[src/rtl/clk_div_pkg.sv]
// Shared types and helpers for the multi-channel clock divider.
package clk_div_pkg;

  // Widest divisor field the helper functions accept.
  localparam int unsigned DIV_W_MAX = 16;
  localparam int unsigned MIN_DIV   = 2;

  typedef enum logic [1:0] {
    ST_RUN   = 2'd0,
    ST_DRAIN = 2'd1,
    ST_LOAD  = 2'd2
  } state_e;

  // Divisors of 0 or 1 would give a zero-length half period; force them to 2.
  function automatic logic [DIV_W_MAX-1:0] div_clamp(input logic [DIV_W_MAX-1:0] div);
    return (div < DIV_W_MAX'(MIN_DIV)) ? DIV_W_MAX'(MIN_DIV) : div;
  endfunction

  // High-phase length ceil(div/2), computed without overflowing the field width.
  function automatic logic [DIV_W_MAX-1:0] div_hi(input logic [DIV_W_MAX-1:0] div);
    return (div >> 1) + {{(DIV_W_MAX-1){1'b0}}, div[0]};
  endfunction

endpackage

[src/rtl/clock_divider_chan.sv]
// One divided-clock channel: divisor, phase counter and registered clock output,
// stepped by run/drain/load strobes from the top-level FSM.
module clock_divider_chan
  import clk_div_pkg::*;
#(
  parameter int unsigned            p_div_bits  = 4,
  parameter logic [p_div_bits-1:0]  p_reset_div = p_div_bits'(2)
) (
  input  logic                  clk,
  input  logic                  clk_reset,
  input  logic                  run,
  input  logic                  drain,
  input  logic                  load,
  input  logic [p_div_bits-1:0] load_div,
  output logic                  clk_out,
  output logic [p_div_bits-1:0] div,
  output logic                  parked,
  output logic                  wrap_next
);

  localparam logic [p_div_bits-1:0] ONE     = p_div_bits'(1);
  localparam logic [p_div_bits-1:0] RST_DIV =
    p_div_bits'(div_clamp(DIV_W_MAX'(p_reset_div)));

  logic [p_div_bits-1:0] div_q, div_d;
  logic [p_div_bits-1:0] cnt_q, cnt_d;
  logic                  out_q, out_d;
  logic [p_div_bits-1:0] cnt_n;
  logic [p_div_bits-1:0] hi;
  logic [p_div_bits-1:0] new_div;

  always_comb begin
    div_d     = div_q;
    cnt_d     = cnt_q;
    out_d     = out_q;
    hi        = p_div_bits'(div_hi(DIV_W_MAX'(div_q)));
    new_div   = p_div_bits'(div_clamp(DIV_W_MAX'(load_div)));
    cnt_n     = (cnt_q == div_q - ONE) ? '0 : cnt_q + ONE;
    parked    = (cnt_q == div_q - ONE);
    wrap_next = (cnt_n == '0);

    if (load) begin
      div_d = new_div;
      cnt_d = new_div - ONE;
      out_d = 1'b0;
    end else if (drain) begin
      // A channel at the end of its period holds there, low, until reload.
      if (parked) begin
        out_d = 1'b0;
      end else begin
        cnt_d = cnt_n;
        out_d = (cnt_n < hi);
      end
    end else if (run) begin
      cnt_d = cnt_n;
      out_d = (cnt_n < hi);
    end
  end

  always_ff @(posedge clk or posedge clk_reset) begin
    if (clk_reset) begin
      div_q <= RST_DIV;
      cnt_q <= RST_DIV - ONE;
      out_q <= 1'b0;
    end else begin
      div_q <= div_d;
      cnt_q <= cnt_d;
      out_q <= out_d;
    end
  end

  assign clk_out = out_q;
  assign div     = div_q;

endmodule

[src/rtl/multi_clock_divider.sv]
// Multi-channel phase-aligned clock divider with glitch-free runtime divisor
// reconfiguration (drain all channels low, reload, restart together).
module multi_clock_divider
  import clk_div_pkg::*;
#(
  parameter int unsigned                   p_nchan      = 3,
  parameter int unsigned                   p_div_bits   = 4,
  parameter logic [p_nchan*p_div_bits-1:0] p_reset_divs = {4'd9, 4'd3, 4'd2}
) (
  input  logic                          clk,
  input  logic                          clk_reset,
  input  logic                          cfg_val,
  output logic                          cfg_rdy,
  input  logic [p_nchan*p_div_bits-1:0] cfg_divs,
  output logic [p_nchan-1:0]            clk_divided,
  output logic [p_nchan*p_div_bits-1:0] cur_divs,
  output logic                          sync_pulse,
  output logic                          busy
);

  localparam int unsigned VEC_W = p_nchan * p_div_bits;

  if (p_div_bits > DIV_W_MAX || p_div_bits < 2) begin : g_bad_width
    $error("multi_clock_divider: p_div_bits out of supported range");
  end

  state_e             state_q, state_d;
  logic [VEC_W-1:0]   pend_q, pend_d;
  logic               rdy_q, rdy_d;
  logic               busy_q, busy_d;
  logic               sync_q, sync_d;

  logic               chan_run;
  logic               chan_drain;
  logic               chan_load;
  logic [p_nchan-1:0] parked;
  logic [p_nchan-1:0] wrap_next;

  for (genvar c = 0; c < p_nchan; c++) begin : g_chan
    clock_divider_chan #(
      .p_div_bits  (p_div_bits),
      .p_reset_div (p_reset_divs[c*p_div_bits +: p_div_bits])
    ) u_chan (
      .clk       (clk),
      .clk_reset (clk_reset),
      .run       (chan_run),
      .drain     (chan_drain),
      .load      (chan_load),
      .load_div  (pend_q[c*p_div_bits +: p_div_bits]),
      .clk_out   (clk_divided[c]),
      .div       (cur_divs[c*p_div_bits +: p_div_bits]),
      .parked    (parked[c]),
      .wrap_next (wrap_next[c])
    );
  end

  // Reconfiguration FSM: RUN -(fire)-> DRAIN -(all parked)-> LOAD -> RUN.
  always_comb begin
    state_d    = state_q;
    pend_d     = pend_q;
    sync_d     = 1'b0;
    chan_run   = 1'b0;
    chan_drain = 1'b0;
    chan_load  = 1'b0;

    case (state_q)
      ST_RUN: begin
        chan_run = 1'b1;
        sync_d   = &wrap_next;
        if (cfg_val && rdy_q) begin
          pend_d  = cfg_divs;
          state_d = ST_DRAIN;
        end
      end
      ST_DRAIN: begin
        chan_drain = 1'b1;
        if (&parked) begin
          state_d = ST_LOAD;
        end
      end
      ST_LOAD: begin
        chan_load = 1'b1;
        state_d   = ST_RUN;
      end
      default: begin
        state_d = ST_RUN;
      end
    endcase

    rdy_d  = (state_d == ST_RUN);
    busy_d = (state_d != ST_RUN);
  end

  always_ff @(posedge clk or posedge clk_reset) begin
    if (clk_reset) begin
      state_q <= ST_RUN;
      pend_q  <= '0;
      rdy_q   <= 1'b1;
      busy_q  <= 1'b0;
      sync_q  <= 1'b0;
    end else begin
      state_q <= state_d;
      pend_q  <= pend_d;
      rdy_q   <= rdy_d;
      busy_q  <= busy_d;
      sync_q  <= sync_d;
    end
  end

  assign cfg_rdy    = rdy_q;
  assign busy       = busy_q;
  assign sync_pulse = sync_q;

endmodule
[config.mk]
export PLATFORM = sky130hd
export DESIGN_NAME = multi_clock_divider
export DESIGN_NICKNAME = d
export VERILOG_FILES = /design/src/rtl/clk_div_pkg.sv /design/src/rtl/clock_divider_chan.sv /design/src/rtl/multi_clock_divider.sv
export SDC_FILE = /design/constraint.sdc
export NUM_CORES = 1
export LEC_CHECK = 0
export ABC_AREA = 1
export CAP_MARGIN = 40
export CORE_MARGIN = 2
export CORE_UTILIZATION = 59
export DETAILED_ROUTE_END_ITERATION = 8
export PLACE_DENSITY = 0.89
export SLEW_MARGIN = 10
export SYNTH_ARGS = -nofsm -noshare
export SYNTH_HDL_FRONTEND = slang
export SYNTH_SLANG_ARGS = --single-unit
[constraint.sdc]
create_clock -name clk -period 5.2 [get_ports clk]
set_input_delay 1.04 -clock clk [delete_from_list [all_inputs] [get_ports clk]]
set_output_delay 1.04 -clock clk [all_outputs]
set_load 0.1 [all_outputs]
# After elaboration in Yosys (flattened, before gate mapping)

Cells that the tools add are included.

Logic and storage cells: 91
Flip-flop bits (word level): 44
Input bits: 15
Output and inout port bits: 18

$add $sub $neg: 12
Equal/unequal tests: 8
Muxes and demuxes: 37
Order comparisons: 6
Reduce and logical (&&, ||, !) cells: 14

Operators by type and width:

| operator            | count |
|---|---|
| $mux 4              | 18 |
| $sub 4x1->4 const B | 6 |
| $mux 1              | 16 |
| $add 3x1->4         | 3 |
| $add 4x1->4 const B | 3 |
| $eq 4x4->1          | 3 |
| $logic_not 4->1     | 3 |
| $lt 4x2->1 const B  | 3 |
| $lt 4x4->1          | 3 |
| $ne 3x3->1 const B  | 3 |
| $reduce_and 2->1    | 4 |
| $reduce_and 3->1    | 2 |
| $logic_not 2->1     | 2 |
| $mux 2              | 2 |
| $pmux 2 s2          | 1 |
| $reduce_bool 3->1   | 1 |
| $eq 2x1->1 const B  | 1 |
| $eq 2x2->1 const B  | 1 |
| $reduce_bool 2->1   | 1 |
| $logic_and 1x1->1   | 1 |

# Logic depth before layout (Yosys ltp)

Gate-level depths: netlist (run 1).

Depth in word-level cells: 7
Gate-level depth with buffers: 17
Depth with buffers taken out: 17

# By module

From an unflattened synthesis (run 1), not the netlist that was laid out.

Cells, all modules: 421
Area total of the unflattened synthesis: 3116.7 um^2

By module, submodules not included:

| module                                     | times used | area each (um^2) | sequential area each (um^2) | cells an instance |
|---|---|---|---|---|
| clock_divider_chan at g_chan[1].u_chan ... | 2          | 809.5            | 229.0                       | 116 |
| clock_divider_chan at g_chan[0].u_chan     | 1          | 808.3            | 227.7                       | 116 |
| multi_clock_divider                        | 1          | 689.4            | 426.7                       | 73 |

# Least setup slack after synthesis (run 1)

OpenSTA, ideal clock, no wires.

Kind: reg-to-reg
Start: register g_chan[2].u_chan.div_q[1]
End: register g_chan[2].u_chan.out_q
Cell stages (with the launch flop): 15
Data required time: 5.084 ns
Setup slack: 2.620 ns
Arrival: 2.463 ns
Setup time: 0.116 ns
Path buffers: 0
Clock period less this slack: 2.580 ns
Cell sequence: dfrtp_1 -> inv_1 -> ha_1 -> xor2_1 -> nand2_1 -> nor2_4 -> nand2_4 -> nand2_1 -> inv_1 -> ha_1 -> nand2_1 -> nand3_1 -> inv_1 -> nand2_1 -> nand2_1

Word-level cells in the longest chain between the ends: 7
Elaborated cells on any way between the ends: 9
Classes of those cells: add/sub (2); order compare (1); eq/ne (1); mux (5)

Ends and longest elaborated chain:

| what                             | RTL line                                           | RTL |
|---|---|---|
| start: declaration               | clock_divider_chan.sv:25                           | `logic [p_div_bits-1:0] div_q, div_d;` |
| start signal: assignment         | clock_divider_chan.sv:66                           | `div_q <= div_d;` |
| $sub 4x1->4                      | clock_divider_chan.sv:38, clock_divider_chan.sv:39 |  |
| $eq 4x4->1                       | clock_divider_chan.sv:38, clock_divider_chan.sv:39 |  |
| $mux 4                           | clock_divider_chan.sv:38                           | `cnt_n = (cnt_q == div_q - ONE) ? '0 : cnt_q + ONE;` |
| $lt 4x4->1                       | clock_divider_chan.sv:52, clock_divider_chan.sv:56 |  |
| $mux 1, on equally long branches | clock_divider_chan.sv:54, clock_divider_chan.sv:48 |  |
| $mux 1 *                         | clock_divider_chan.sv:46                           | `end else if (drain) begin` |
| $mux 1 *                         | clock_divider_chan.sv:42                           | `if (load) begin` |
| end signal: assignment           | clock_divider_chan.sv:68                           | `out_q <= out_d;` |
| end: declaration                 | clock_divider_chan.sv:27                           | `logic out_q, out_d;` |

Every way passes the cells marked *; elsewhere a longest branch is shown, timed or not. The select of a mux whose other input is x is not followed.
A chain may end at the register's enable or synchronous reset.

# Final worst setup path (run 1)

Start: register g_chan[2].u_chan.div_q[0]
End: output cur_divs[8]

RTL lines:

| what             | RTL line                  | RTL |
|---|---|---|
| end: declaration | multi_clock_divider.sv:16 | `output logic [p_nchan*p_div_bits-1:0] cur_divs,` |

No word-level cell between the ends.

==> flow_results.org, run 1 <==
** Timing
- The tightest hold path in the finished design has a slack of 485 ps.
- For the pin with the worst max-slew slack, the measured transition is 557 ps.
- Portion of the clock cycle consumed by the worst path in the final layout :: 50.9%
- Worst Clk Skew :: 11.3 ps
- Fin. Hold Viols :: 0
- After layout, the minimum clock period comes to 2650 ps.
- In this run the tightest slew margin relative to its limit is 62.9%.
- Setup repair after global routing left no endpoint under its margin.
- Setup total negative slack on the finished layout was measured at 0 ps.
- Final max-slew violation count :: 0
- For this run, the top clock speed supported by timing is 0.378 GHz.
- Setup violations remaining at the end of the flow were counted as 0.

** Logic synthesis
- Summing the areas of all and, or, nand and nor instances in the mapped netlist gives 28.1% of the synthesized area.
- Yosys top cell by area :: sky130_fd_sc_hd__dfrtp_1
- Of the post-synthesis cell area, the dominant cell type holds 29.6%.
- The Yosys step of the flow raised 0 warnings.
- The synthesized netlist devotes 10.1% of its cell area to adder and majority cells.
- Synth area leaders :: sky130_fd_sc_hd__dfrtp_1 30%, sky130_fd_sc_hd__nand2_1 16%, sky130_fd_sc_hd__ha_1 10%, sky130_fd_sc_hd__dfstp_2 8.0%, sky130_fd_sc_hd__inv_1 6.8%
- Top_reg_cell synth :: sky130_fd_sc_hd__dfrtp_1
- By area, the combinational part of the netlist is dominated by simple AND/OR/NAND/NOR gates.
- Post-synthesis net count :: 439
- The mapped netlist covers 2960 sq um.
- Post-synthesis mux area share :: 0%
- Sequential element share of the synthesized area :: 37.6%
- FFs w/ async S/R, synth :: 100%
- Synthesized-area fraction occupied by xor and xnor cells :: 4.14%
- Most used standard cell by instance count after synthesis :: sky130_fd_sc_hd__nand2_1
- After synthesis, the netlist uses 34 different library cells.
- The synthesized design contains 0 enable-type register cells.
- #FFs+latches synth :: 44
- Gate count of the mapped netlist :: 400
- Summing the areas of all compound-gate instances in the mapped netlist gives 8.96% of the synthesized area.
- By count the netlist is led by 123 x sky130_fd_sc_hd__nand2_1, 54 x sky130_fd_sc_hd__inv_1, 35 x sky130_fd_sc_hd__dfrtp_1.
- Post-synthesis area per instance :: 7.40 sq um

** Detailed routing
- Violation count after the first detailed-routing iteration :: 225
- Count of TritonRoute iterations in the first routing pass :: 5
- Total length of routed wires :: 7040 microns
- Number of nets with antenna violations after detailed routing :: 0
- For this run, design rule violations remaining after detail routing come to 0.
- Detail-routed via count per cell :: 5.32
- Routed WL per cell :: 13.6 microns
- Count of vias placed by the detailed router :: 2,755

** Critical path
- Crit-path max cell delay :: 570 ps
- Slowest cell on the critical path :: sky130_fd_sc_hd__dfstp_2
- At the worst endpoint, the required time is 4160 ps.
- The signal on the critical path passes through clkdlybuf4s50_1, buf_8.
- Worst setup path class :: flop to output pin
- Data arrives at the worst endpoint at 1610 ps.
- Of all nets on the critical path, the largest fanout is 4.
- Type of origin of the critical path :: flop
- The worst setup path is captured at an output pin.

** Run
- The tool flagged a number of max-cap violations equal to 0.

** Clocking
- After clock tree synthesis, the clock-pin slew on the worst setup and hold paths is 90 ps.
- Hold_buf cts :: 0
- No sink is reached through more buffers than the 2 on the longest clock path.
- Clock latency on the worst-skew pair, taken at its later pin, is 310 ps.
- Setup Buffers After CTS :: 0
- Clock tree from TritonCTS :: built
- Buffer cell driving the clock tree root :: sky130_fd_sc_hd__clkbuf_8
- CTS Buf Count :: 5
- Deepest level of the CTS H-tree :: 2
- Post-CTS repair changed the size of 0 cells.
- Num Clock Sinks :: 44

** Floorplanning
- The die covers 5600 sq um.
- The die is 74.8 microns wide.
- Row cnt :: 25
- CORE AREA :: 4790 sq um
- Die Span Y :: 74.8 microns
- Initial core utilization :: 61.9%
- # IOs :: 33

** Cells and area
- The repair_antennas step left the layout with diodes totalling 0.
- Layout cell share with drive strength beyond 1 :: 16.4%
- Net count reported at finish :: 489
- Compared with the post-synthesis result, the final layout area differs by 24.7%.

** Placement
- Total of buffers placed on input and output ports :: 32
- Detailed placement ended at an HPWL of 5170 microns.
- At the end of routability-driven placement, the weighted congestion stood at 0.877.

** GRT
- Number of global-route vias before repair :: 2,682
- The initial antenna violation count was 0.
- The first global-routing pass estimated 11,800 microns of wire.
- Largest net degree at the start of global routing :: 45
- Remaining global-route overflow :: 0
- Across every metal layer, demand over resource in global routing totals 27.7%.

** Min path
- The path class of the tightest hold or removal check is flop to flop.

** Outcome
- Outcome :: complete, no violations

** Pwr
- VDD IR-drop max :: 329 uV
- Leakage power of the design :: 1.94 nW
- Cell area power density :: 585 nW/um^2
registers in the layout, summed over array words and instances (netlist names):
| register | cells |
|---|---|
| cfg_rdy | 1 |
| state_q | 2 |
| g_chan.u_chan.cnt_q | 12 |
| g_chan.u_chan.div | 12 |
| pend_q | 12 |
| g_chan.u_chan.clk_out | 3 |
| busy | 1 |
| sync_pulse | 1 |
final cells by class:
class	instances	area, sq um
Clock inverter	2	15.0
Timing Repair Buffer	52	606
Tap cell	67	83.8
Inverter	71	272
Sequential cell	44	1110
Clock buffer	6	82.6
Multi-Input combinational cell	276	1520
Fill cell	327	1090
layout by cell type, fill, tap and decap left out, types with 2 or more instances in the layout:
master	netlist	layout
sky130_fd_sc_hd__buf_4	5	2
sky130_fd_sc_hd__or2_1	2	2
sky130_fd_sc_hd__nand2_1	123	123
sky130_fd_sc_hd__clkinvlp_4	0	2
sky130_fd_sc_hd__clkbuf_8	0	6
sky130_fd_sc_hd__ha_1	24	24
sky130_fd_sc_hd__dfrtp_1	35	35
sky130_fd_sc_hd__nor3_1	3	3
sky130_fd_sc_hd__o21ai_0	25	25
sky130_fd_sc_hd__clkinv_1	1	2
sky130_fd_sc_hd__nand4_1	2	2
sky130_fd_sc_hd__xor2_1	9	9
sky130_fd_sc_hd__nand2_2	6	6
sky130_fd_sc_hd__nor2_1	20	20
sky130_fd_sc_hd__o21ai_1	6	6
sky130_fd_sc_hd__inv_1	54	53
sky130_fd_sc_hd__o22ai_1	4	4
sky130_fd_sc_hd__xnor2_1	5	5
sky130_fd_sc_hd__buf_8	0	18
sky130_fd_sc_hd__o21ai_2	3	3
sky130_fd_sc_hd__dfstp_2	9	9
sky130_fd_sc_hd__nand3_2	2	2
sky130_fd_sc_hd__a21oi_1	5	5
sky130_fd_sc_hd__nand3_1	22	22
sky130_fd_sc_hd__clkdlybuf4s50_1	0	32
sky130_fd_sc_hd__inv_2	15	15
sky130_fd_sc_hd__nor2_2	5	5
sky130_fd_sc_hd__nand2_4	3	3
layer usage:
metal / GRT usage (%) / vias to the layer above / share of wire [%]
met5: 0 / - / 0
met4: 14.5 / 0 / 2.9
met3: 5.49 / 20 / 4.4
met2: 45.3 / 101 / 49
met1: 34.6 / 1284 / 43
li1: - / 1350 / -
worst max-delay path, delay by kind of cell, from the launching register on:
kind	cells	cell delay (ps)
DFF	1	570
buffers and inverters	2	720
path summary, 6_finish.rpt:
path	startpoint	to	slack [ps]	cells past startpoint
worst max-delay path	g_chan[2].u_chan.div[0]	cur_divs[8]	2550	2
worst min-delay path	g_chan[2].u_chan.clk_out	g_chan[2].u_chan.clk_out	490	2
worst max register to register	g_chan[2].u_chan.div[0]	g_chan[2].u_chan.clk_out	2820	14
worst min register to register	g_chan[2].u_chan.clk_out	g_chan[2].u_chan.clk_out	490	2
max in group asynchronous	clk_reset	g_chan[2].u_chan.div[3]	3640	3
min in group asynchronous	clk_reset	g_chan[2].u_chan.cnt_q[2]	1170	3
where the power goes:
group / switching (mW) / leakage, nW / total [mW] / internal [mW]
clock network: 0.122 / 0.0434 / 0.230 / 0.108
logic: 0.839 / 1.39 / 1.33 / 0.488
registers: 0.124 / 0.500 / 0.604 / 0.479
total: 1.09 / 1.94 / 2.16 / 1.07
logic make-up (layout without fill, tap and decap cells):
kind of cell	after synthesis	after routing
AOI/OAI and AO/OA	47	47
buffers and inverters	80	131
and+or+nand+nor	191	191
adders and majority gates	24	24
xor gates and xnor gates	14	14
DFF	44	44
through the flow:
step,cells,instance area [sq um],utilization (%),setup WS [ps],power (mW)
floorplan,400,2960,-,2620,1.55
global placement,492,3320,69.5,2480,1.74
detailed placement,510,3590,75.1,2650,1.89
CTS,518,3690,77.2,2550,2.14
global route,518,3690,77.2,2510,2.33
finish,518,3690,77.2,2550,2.16
No activity file was read; power rests on OpenSTA's default activity.
==> inputs of run 2 (changes only) <==
- CORE_UTILIZATION: 59 -> 57
- PLACE_DENSITY: 0.89 -> 0.87
- clock period: 5.2 -> 2.5 ns (I/O delays scaled with it)
==> flow_results.org, run 2 (synthesized netlist as in run 1, its figures left out) <==
** GRT
- Number of global-route vias before repair :: 2,483
- First-pass GRT wire length :: 11,100 microns
- Entering global routing, the biggest net connects 25 pins.
- In the global route stage, overall resource usage came out at 23.8%.
- Summed over all layers, the global routing overflow is 0.
- The initial antenna violation count is 0.

** Outcome
- Outcome :: complete, no violations

** Placement
- The congestion estimate from routability-driven global placement came to 0.917.
- Placement Cell Area :: 3310 sq um
- Total of buffers placed on input and output ports :: 32
- Including well taps, the total number of placed cells is 497.
- DP Wirelength :: 5040 microns

** Detailed routing
- Using the TritonRoute via totals, the vias-per-cell ratio works out to 5.20.
- Total length of routed wires :: 6570 microns
- Detailed-route DRC error count :: 0
- After detailed routing, the average wire length per cell comes to 13.0 microns.
- Count of vias placed by the detailed router :: 2,626
- Once detail routing completed, the nets flagged for antenna violations numbered 0.
- Violation count after the first detailed-routing iteration :: 204
- Before antenna repair, the detailed router went through 5 iterations.

** Clocking
- At the later pin of the worst-skew pair, clock insertion delay measures 300 ps.
- Clock tree from TritonCTS :: built
- Buffer cell driving the clock tree root :: sky130_fd_sc_hd__clkbuf_8
- Gates resized during post-CTS repair numbered 0.
- The number of clock buffers added by TritonCTS is 5.
- Num Clock Sinks :: 44
- No sink is reached through more buffers than the 2 on the longest clock path.
- Clock-pin slew was measured on the worst setup and hold paths at 90 ps.
- Hold_buf cts :: 0
- The H-tree was split into 2 levels.
- Setup Buffers After CTS :: 0

** Critical path
- The largest single stage delay on the critical path is 570 ps.
- Data arrival time of the critical path :: 2520 ps
- Critical path's top delay family :: simple AND/OR/NAND/NOR gates
- The number of buffers and inverters on the critical path is 3.
- Maximum fanout count along the critical path :: 7
- The slowest stage of the critical path belongs to the cell sky130_fd_sc_hd__dfstp_2.
- The critical path goes through inv_2, ha_1, xor2_1, nand2_1, nor2_4, nand2_4, nand2_1, inv_1, ha_1, nand2_1, nand3_1, inv_1, nand2_1, nand2_1.
- Among the stages of the critical path, the cell type that occurs most often is sky130_fd_sc_hd__nand2_1.
- Worst Setup End Kind :: flop
- STA puts the critical path data required time at 2700 ps.
- In this run the critical register-to-register path is launched from g_chan[2].u_chan.div[0].
- Type of origin of the critical path :: flop
- Worst setup path class :: flop to flop
- In this run the worst setup path begins at g_chan[2].u_chan.div[0].

** Floorplanning
- The total area inside the core boundary comes to 5070 sq um.
- Initial core utilization :: 58.3%
- # IOs :: 33
- Die Span Y :: 76.1 microns
- The floorplan step defined a die boundary enclosing 5790 sq um.
- Horizontal extent of the die :: 76.1 microns
- In this run the core area contains 26 standard-cell rows.

** Timing
- Fmax :: 0.431 GHz
- For the final routed database, the setup TNS stands at 0 ps.
- The clock arrives with 11.8 ps of skew.
- Setup repair after global routing left no endpoint under its margin.
- Hold timing on the final database bottoms out at a slack of 475 ps.
- In the finished design, the share of the clock period the worst path needs comes to 92.9%.
- Setup violators final :: 0
- Relative slew margins :: 63.4%
- Time the worst path needs with I/O delays and setup :: 2320 ps
- The number of hold violations in the final report was 0.
- For the pin with the worst max-slew slack, the measured transition is 545 ps.
- Final max-slew violation count :: 0

** Pwr
- Comb power frac :: 58.1%
- Fraction of power consumed by sequential logic :: 28.7%
- VDD IR-drop max :: 664 uV
- The share of total power dissipated in the clock network is 13.2%.
- Dividing total power by cell area gives a power density of 1280 nW/um^2.
- Switch Pwr :: 2.20 mW
- Switching power as a share of total power :: 50.1%
- In this run the static leakage power is 1.85 nW.
- Internal power comes to 2.18 mW.

** Cells and area
- Top library cells by usage in the layout, fill and taps aside :: 123 x sky130_fd_sc_hd__nand2_1, 53 x sky130_fd_sc_hd__inv_1, 33 x sky130_fd_sc_hd__dfrtp_1
- Diode count :: 0
- In the final layout, the share of cells above drive strength 1 is 17.9%.
- Signed area change from the synthesized netlist to the final layout :: 16.0%
- With fillers left out, the area of the finished cells amounts to 3430 sq um.
- After the last flow step, the layout net total stands at 473.
- Most frequent standard cell in the layout excluding fill and tap cells :: sky130_fd_sc_hd__nand2_1
- The finished layout holds 505 standard cells, fillers aside.

** Min path
- The worst hold path belongs to the class input pin to async pin.

** Run
- Max-cap violations in this run came to 0.
[run 2: worst paths after layout]
check	to	slack, ps	depth (start not counted)
worst max-delay path	g_chan[2].u_chan.clk_out	180	14
worst min-delay path	pend_q[6]	480	2
worst max register to register	g_chan[2].u_chan.clk_out	180	14
worst min register to register	g_chan[1].u_chan.clk_out	490	2
max in group asynchronous	g_chan[2].u_chan.div[3]	1470	3
min in group clk	g_chan[1].u_chan.clk_out	490	2
[run 2: power groups by stage]
stage | Sequential [mW] | Combinational, mW | Clock (mW)
5_1_grt | 1.29 | 2.86 | 0.618
4_1_cts | 1.25 | 2.54 | 0.586
6_report | 1.26 | 2.54 | 0.580
2_1_floorplan | 1.41 | 1.82 | 0
3_3_place_gp | 1.25 | 2.39 | 0
3_5_place_dp | 1.26 | 2.48 | 0
[run 2: cell type report]
| class | count | area (sq um) |
|---|---|---|
| clock buffer | 6 | 82.6 |
| clock inverter | 2 | 38.8 |
| fill | 428 | 1640 |
| inverter | 71 | 272 |
| multi-input combinational | 276 | 1520 |
| sequential | 44 | 1110 |
| tap | 70 | 87.6 |
| timing repair buffer | 36 | 318 |
[run 2: layer usage]
metal / GRT usage (%) / vias to the layer above / share of wire [%]
met2: 39.7 / 81 / 49
met3: 4.38 / 13 / 6.0
met1: 30.9 / 1225 / 44
li1: - / 1307 / -
met5: 0 / - / 0
met4: 8.91 / 0 / 1.7
[run 2: per-stage QoR]
step | total power, mW | setup slack, ps | utilization, %
2_1_floorplan | 3.23 | 49.6 | -
3_3_place_gp | 3.64 | 236 | 65.3
3_5_place_dp | 3.74 | 175 | 65.3
4_1_cts | 4.37 | 161 | 67.7
5_1_grt | 4.76 | 16.9 | 67.7
6_report | 4.38 | 177 | 67.7
==> inputs of run 3 (changes only) <==
- HOLD_SLACK_MARGIN: unset -> 0.06
==> results of run 3 <==
Final layout, timing and power as in run 2 (identical DEF).
